File: config.mk
export PLATFORM = sky130hd
export DESIGN_NAME = pipeline_stall_ctrl
export DESIGN_NICKNAME = d
export VERILOG_FILES = /design/src/rtl/core_hazard_pkg.sv /design/src/rtl/load_use_detect.sv /design/src/rtl/pipeline_stall_ctrl.sv
export SDC_FILE = /design/constraint.sdc
export NUM_CORES = 1
export LEC_CHECK = 0
export ABC_AREA = 0
export CAP_MARGIN = 20
export CORE_MARGIN = 4
export CORE_UTILIZATION = 42
export CTS_CLUSTER_SIZE = 25
export DETAILED_ROUTE_END_ITERATION = 12
export PLACE_DENSITY = 0.74
export SLEW_MARGIN = 20
export SYNTH_ARGS = -nofsm -noshare
export SYNTH_HDL_FRONTEND = slang
export SYNTH_HIERARCHICAL = 1
export SYNTH_SLANG_ARGS = --single-unit
File: constraint.sdc
create_clock -name clk -period 3.3 [get_ports clk]
set_clock_uncertainty 0.1 [all_clocks]
set_input_delay 0.825 -clock clk [delete_from_list [all_inputs] [get_ports clk]]
set_output_delay 0.825 -clock clk [all_outputs]
set_load 0.01 [all_outputs]
File: src/rtl/core_hazard_pkg.sv
// core_hazard_pkg: hazard-path types shared by the stall controller, forwarding unit and MUL/DIV unit
package core_hazard_pkg;
  typedef enum logic {RUN, MD_WAIT} hz_state_e;
  localparam int MD_TIMEOUT_DEF = 64;
endpackage

File: src/rtl/load_use_detect.sv
// load_use_detect: flags a load in Execute whose destination feeds the instruction in Decode
module load_use_detect (
  input  logic       load_e,
  input  logic [4:0] rd_e,
  input  logic [4:0] rs1_d,
  input  logic [4:0] rs2_d,
  output logic       hazard
);
  assign hazard = load_e && rd_e != 5'd0 && (rd_e == rs1_d || rd_e == rs2_d);
endmodule

File: src/rtl/pipeline_stall_ctrl.sv
// pipeline_stall_ctrl: stall/flush sequencer for load-use, branch, memory wait and MUL/DIV hazards
module pipeline_stall_ctrl
  import core_hazard_pkg::*;
#(
  parameter int MD_TIMEOUT = MD_TIMEOUT_DEF,
  parameter int CNT_W      = 32
) (
  input  logic             clk,
  input  logic             rst,
  input  logic [4:0]       RS1_D,
  input  logic [4:0]       RS2_D,
  input  logic [4:0]       RD_E,
  input  logic             ResultSrcE0,
  input  logic             PCSrcE,
  input  logic             MulDivE,
  input  logic             md_done,
  input  logic             MemReqM,
  input  logic             DMemReadyM,
  output logic             StallF,
  output logic             StallD,
  output logic             StallE,
  output logic             StallM,
  output logic             FlushD,
  output logic             FlushE,
  output logic             FlushM,
  output logic             FlushW,
  output logic             md_start,
  output logic             md_err,
  output logic [CNT_W-1:0] StallCount
);
  localparam int TW = MD_TIMEOUT > 1 ? $clog2(MD_TIMEOUT) : 1;
  hz_state_e         state_q, state_d;
  logic [TW-1:0]     timer_q, timer_d;
  logic              err_q, err_d;
  logic [CNT_W-1:0]  cnt_q, cnt_d;
  logic              lu, mem_wait, in_md, md_to, md_rel, md_hold, md_go, br, lu_go;
  load_use_detect u_lu (
    .load_e (ResultSrcE0),
    .rd_e   (RD_E),
    .rs1_d  (RS1_D),
    .rs2_d  (RS2_D),
    .hazard (lu)
  );
  // Decode priority: memory wait overrides everything, then MUL/DIV, branch, load-use
  always_comb begin
    mem_wait   = MemReqM && !DMemReadyM;
    in_md      = state_q == MD_WAIT;
    md_to      = in_md && !md_done && timer_q == TW'(MD_TIMEOUT - 1);
    md_rel     = in_md && (md_done || md_to);
    md_hold    = in_md && !md_rel;
    md_go      = !in_md && MulDivE;
    br         = !in_md && !MulDivE && PCSrcE;
    lu_go      = !in_md && !MulDivE && !PCSrcE && lu;
    StallF     = !rst && (mem_wait || md_go || md_hold || lu_go);
    StallD     = StallF;
    StallE     = !rst && (mem_wait || md_go || md_hold);
    StallM     = !rst && mem_wait;
    FlushD     = !rst && !mem_wait && br;
    FlushE     = !rst && !mem_wait && (br || lu_go);
    FlushM     = !rst && !mem_wait && (md_go || md_hold);
    FlushW     = !rst && mem_wait;
    md_start   = !rst && !mem_wait && md_go;
    state_d    = mem_wait ? state_q : md_go ? MD_WAIT : md_rel ? RUN : state_q;
    timer_d    = mem_wait ? timer_q : md_go ? '0 : md_hold ? timer_q + 1'b1 : timer_q;
    err_d      = err_q || (!mem_wait && md_to);
    cnt_d      = (StallF && cnt_q != '1) ? cnt_q + 1'b1 : cnt_q;
    md_err     = err_q;
    StallCount = cnt_q;
  end
  always_ff @(posedge clk) begin
    if (rst) begin
      state_q <= RUN;
      timer_q <= '0;
      err_q   <= 1'b0;
      cnt_q   <= '0;
    end else begin
      state_q <= state_d;
      timer_q <= timer_d;
      err_q   <= err_d;
      cnt_q   <= cnt_d;
    end
  end
endmodule

=== Yosys cells after proc, flatten, opt, wreduce, memory -nomap -nowiden ===
Index checks and enable logic that the tools add are counted.

* Output and inout bits: 42
* Register bits: 40
* Input port bits: 23
* Word-level logic and storage cells: 58

* Bitwise operators: 1
* Reduce and logical (&&, ||, !) cells: 43
* Multiplexer cells: 4
* $add $sub $neg: 2
* Equal/unequal tests: 4

{| class="wikitable"
|+ Operators by type and width
! operator !! count
|-
| 32-bit by 1-bit adder with 32-bit output, second input constant || 1
|-
| 32-bit inequality test, second input constant || 1
|-
| 1-bit logical AND || 22
|-
| 6-bit two-way mux || 2
|-
| 5-bit equality test || 2
|-
| 1-bit logical NOT || 8
|-
| 1-bit logical OR || 8
|-
| 6-bit by 1-bit adder with 6-bit output, second input constant || 1
|-
| 6-bit equality test, second input constant || 1
|-
| 5-bit nonzero test || 1
|-
| 2-bit AND reduction || 2
|-
| 2-bit nonzero test || 2
|-
| 1-bit two-way mux || 2
|-
| 1-bit inverter || 1
|}

=== Logic depth before layout (Yosys ltp) ===
* Depth after elaboration: 11
* Mapped depth: 11

=== By module ===
Netlist, hierarchy kept.

{| class="wikitable"
|+ By module, submodules not included
! module !! area an instance (um^2) !! sequential area each (um^2) !! times used !! cells each
|-
| pipeline_stall_ctrl || 2200.9 || 800.8 || 1 || 269
|-
| load_use_detect || 125.1 || 0.0 || 1 || 17
|}

=== Worst setup path before layout ===
Ideal clock, no wire load.

* Kind: input port to output port
* Start point: in RD_E[1]
* End point: out StallF
* Arrival time: 2690 ps
* Setup slack: -315 ps
* Data required time: 2375 ps
* Path buffers: 3
* Cell stages on the path: 10
* Cells stage by stage: or4_1 > o21ai_1 > a21oi_1 > nand2b_1 > a21oi_1 > nor3_2 > buf_2 > clkbuf_1 > nor2_1 > buf_4

* Word-level cells in the longest chain between the ends: 6

{| class="wikitable"
|+ RTL lines
! what !! RTL line !! RTL
|-
| start: declaration || pipeline_stall_ctrl.sv:12 || <nowiki>input logic [4:0] RD_E,</nowiki>
|-
| 5-bit equality test / 5-bit nonzero test (equally long branches) || load_use_detect.sv:9 || <nowiki>assign hazard = load_e && rd_e != 5'd0 && (rd_e == rs1_d || rd_e == rs2_d);</nowiki>
|-
| 1-bit logical OR / 1-bit logical AND (equally long branches) || load_use_detect.sv:9 ||
|-
| 1-bit logical AND (*) || load_use_detect.sv:9 ||
|-
| named net lu || pipeline_stall_ctrl.sv:36 || <nowiki>logic lu, mem_wait, in_md, md_to, md_rel, md_hold, md_go, br, lu_go;</nowiki>
|-
| 1-bit logical AND (*) || pipeline_stall_ctrl.sv:53 || <nowiki>lu_go = !in_md && !MulDivE && !PCSrcE && lu;</nowiki>
|-
| 1-bit logical OR (*) || pipeline_stall_ctrl.sv:54 || <nowiki>StallF = !rst && (mem_wait || md_go || md_hold || lu_go);</nowiki>
|-
| 1-bit logical AND (*) || pipeline_stall_ctrl.sv:54 ||
|-
| end: declaration || pipeline_stall_ctrl.sv:19 || <nowiki>output logic StallF,</nowiki>
|}

Mark *: on every way through the listed nets, which the timed path passes. The rest lies on a longest branch.

=== Worst setup path in the final report ===
* Start point: in RD_E[3]
* End point: out StallD

* Word-level cells in the longest chain between the ends: 6

{| class="wikitable"
|+ RTL lines
! what !! RTL line !! RTL
|-
| 5-bit equality test / 5-bit nonzero test (equally long branches) || load_use_detect.sv:9 ||
|-
| 1-bit logical OR / 1-bit logical AND (equally long branches) || load_use_detect.sv:9 ||
|-
| 1-bit logical AND (*) || load_use_detect.sv:9 ||
|-
| named net lu || pipeline_stall_ctrl.sv:36 ||
|-
| 1-bit logical AND (*) || pipeline_stall_ctrl.sv:53 ||
|-
| 1-bit logical OR (*) || pipeline_stall_ctrl.sv:54 ||
|-
| 1-bit logical AND (*) || pipeline_stall_ctrl.sv:54 ||
|-
| end: declaration || pipeline_stall_ctrl.sv:20 || <nowiki>output logic StallD,</nowiki>
|}

Marks and branches as above.

==> summary.txt <==
Setup path
  – CP cell instances: clkdlybuf4s15_2 > or4_1 > o21ai_2 > a21oi_2 > nand2b_1 > a21oi_2 > nor3_4 > nor2_4 > buf_6
  – CP max-delay cell: or4_1
  – Crit path max fanout: 3
  – Required time of the critical path: 2.37 ns
  – Launch point of the worst path: RD_E[3]
  – Crit path largest cell delay: 0.54 ns
  – Reg2reg setup slack: 0.78 ns
  – Most frequent CP cell: a21oi_2
  – Critical path endpoint category: primary output
  – Worst r2r src: timer_q[0]
  – Critical path class: in -> out
  – Type of origin of the critical path: input pin
  – Crit path DAT: 2.27 ns

Run status
  – Status: finished clean

Power and ir drop
  – Final Power: 0.953 mW
  – P_leak: 1.16 nW
  – Peak supply drop: 0.000160 V
  – Power density over the cells: 291 nW/um^2

Job
  – Maxcap violations: 0

Detailed routing
  – Vias per cell: 5.58
  – Vias: 2434
  – DR iter-0 viols: 195
  – DRC: 0
  – TritonRoute pass-1 iters: 4
  – Final ANT Viol Nets: 0
  – Drt wl/cell: 13.3 microns
  – Drt total wl: 5810 microns

Clock network
  – H-tree levels: 2
  – Max Buffers Root-to-Sink: 2
  – CTS buffer count: 5
  – CTS tree: yes
  – Clock sinks: 40
  – Worst-skew pair later-pin latency: 0.29 ns
  – Cts-stage hold buffer count: 0
  – Clock transition at path regs: 0.07 ns
  – Clock root buffer: clkbuf_8

Floorplan
  – Core area: 5240 sq um
  – Die W: 82.4 microns
  – # rows: 26
  – Die H: 82.4 microns
  – Die Area: 6790 sq um
  – Starting Density: 44.4%
  – I/O pin count: 65

Place
  – Dpl hpwl: 4340 microns
  – Placed Cells: 424
  – Gp weighted congestion: 0.834
  – Placed instance area: 3140 sq um
  – IO Port Bufs: 64

Global route
  – Largest net degree at the start of global routing: 37
  – GR peak layer: met2
  – Total global-route track usage: 18.0%
  – Grt met2 use: 31.4%
  – Global-route wire length before repair: 9720 microns
  – Vias in the first global route: 2187
  – Grt total ovfl: 0
  – Met1 GRT Util: 22.3%
  – Initial antenna violation count: 0
  – GR met3 Demand/Resource: 4.01%

Timing
  – Slew headroom: 55.9%
  – Slew @ Worst Pin: 0.660 ns
  – Final worst-path cycle share: 96.8%
  – Hold Vio Cnt, Final: 0
  – Fmax: 313 MHz
  – Setup_tns: 0 ns
  – Tmin final: 3.19 ns
  – Hold slack: 0.387 ns
  – Slew Limit Fails: 0
  – Setup violators final: 0

Layout
  – Register cell area after layout: 801 sq um
  – Ratio of cells with drive above 1 in the final layout: 13.9%
  – Final Net Count: 391
  – Number of diodes: 0
  – Fillers: 469
  – Area of the multi-input gates: 1460 sq um
  – Non-Filler Instances: 436
  – Fin area: 3280 sq um
  – Synthesis-to-layout area growth: 41.0%

Synthesis
  – Ys Warns: 6
  – Distinct cell type count after synthesis: 45
  – Flops & latches, synth: 40
  – Post-synth top area share: 34.4%
  – Syn_area_per_cell: 8.13 sq um
  – Mapped Cells: 286
  – Most common cell in the netlist: dfxtp_1
  – Register area share after synthesis: 34.4%
  – Most used DFF post-synth: dfxtp_1
  – EDFF count, synth: 0
  – Area leader, netlist: dfxtp_1
  – Syn_nets: 311
  – Most frequent cells after synthesis: dfxtp_1, a21oi_1, nor2_1
  – Share of synthesized registers carrying an async set or reset: 0%
  – Area contributors post-synth: dfxtp_1, a21oi_1, o31ai_1, or4_1, xor2_1
  – Synthesized cell area: 2330 sq um

Hold path
  – Hold path startpoint: md_err
  – HP Class: reg -> reg
[logic make-up after synthesis]
kind of cell	count (synthesis)	synth area share, %
buffers and inverters	23	4.52
adder cells (fa/ha/maj)	2	1.08
multiplexers	5	2.37
flip-flops	40	34.4
XOR/XNOR	14	5.27
AO/OA/AOI/OAI	76	20.7
AND/OR/NAND/NOR	126	31.6
[routing by layer]
metal	vias to the layer above	wire length (microns)	share of wire, %
li1	1244	-	-
met1	1123	2560	44
met2	62	2890	50
met3	5	320	5.5
met4	0	39	0.67
met5	-	0	0
[path summary, 6_finish.rpt]
path	depth (start not counted)	end
hold / removal	2	md_err
setup / recovery	9	StallD
setup reg to reg	9	StallCount[11]
hold reg to reg	2	md_err
[critical path, delay by kind of cell]
| family | cells | cell delay [ns] |
|---|---|---|
| AOI/OAI and AO/OA | 3 | 0.26 |
| and+or+nand+nor | 4 | 0.86 |
| buffers and inverters | 2 | 0.32 |
[cells in the final DEF (no fill, tap or decap), types with 7 or more instances in the layout]
| cell type | instances |
|---|---|
| nand4_1 | 11 |
| o21ai_1 | 7 |
| or4_1 | 15 |
| nor2_1 | 21 |
| o21ai_0 | 11 |
| xor2_1 | 10 |
| or3_1 | 12 |
| a21oi_1 | 30 |
| buf_4 | 26 |
| nand3_1 | 13 |
| nand2_1 | 13 |
| dfxtp_1 | 40 |
| clkdlybuf4s50_1 | 44 |
| dlygate4sd2_1 | 8 |
| o31ai_1 | 15 |
[power breakdown]
group / internal (mW) / total [mW] / switching, mW / leakage [nW]
logic: 0.0796 / 0.149 / 0.0695 / 0.801
clock network: 0.144 / 0.307 / 0.163 / 0.0410
registers: 0.488 / 0.497 / 0.00883 / 0.323
[registers in the layout, summed over array words and instances, names as in the netlist]
name / cells
timer_q: 6
in_md: 1
md_err: 1
StallCount: 32
[what timing repair did]
item                                    4_1_cts  5_1_grt
buffers inserted                              3        2
endpoints found under the setup margin        5        4
pin swaps                                    10        8
resized for setup                            34        8
[through the flow]
step,setup WS [ns],util (%)
final,0.106,62.6
after global routing,-0.0133,62.6
after CTS,0.0138,62.1
after detailed placement,-0.615,60.0
after global placement,-0.559,60.0
after floorplan,0.00320,-
[area by class of cell]
| cell class | count | area share [%] |
|---|---|---|
| multi-input combinational | 223 | 44.4 |
| timing repair buffer | 90 | 25.5 |
| inverter | 6 | 0.687 |
| clock inverter | 1 | 0.153 |
| tap | 70 | 2.67 |
| sequential | 40 | 24.4 |
| clock buffer | 6 | 2.21 |
No activity file was read; power rests on OpenSTA's default activity.
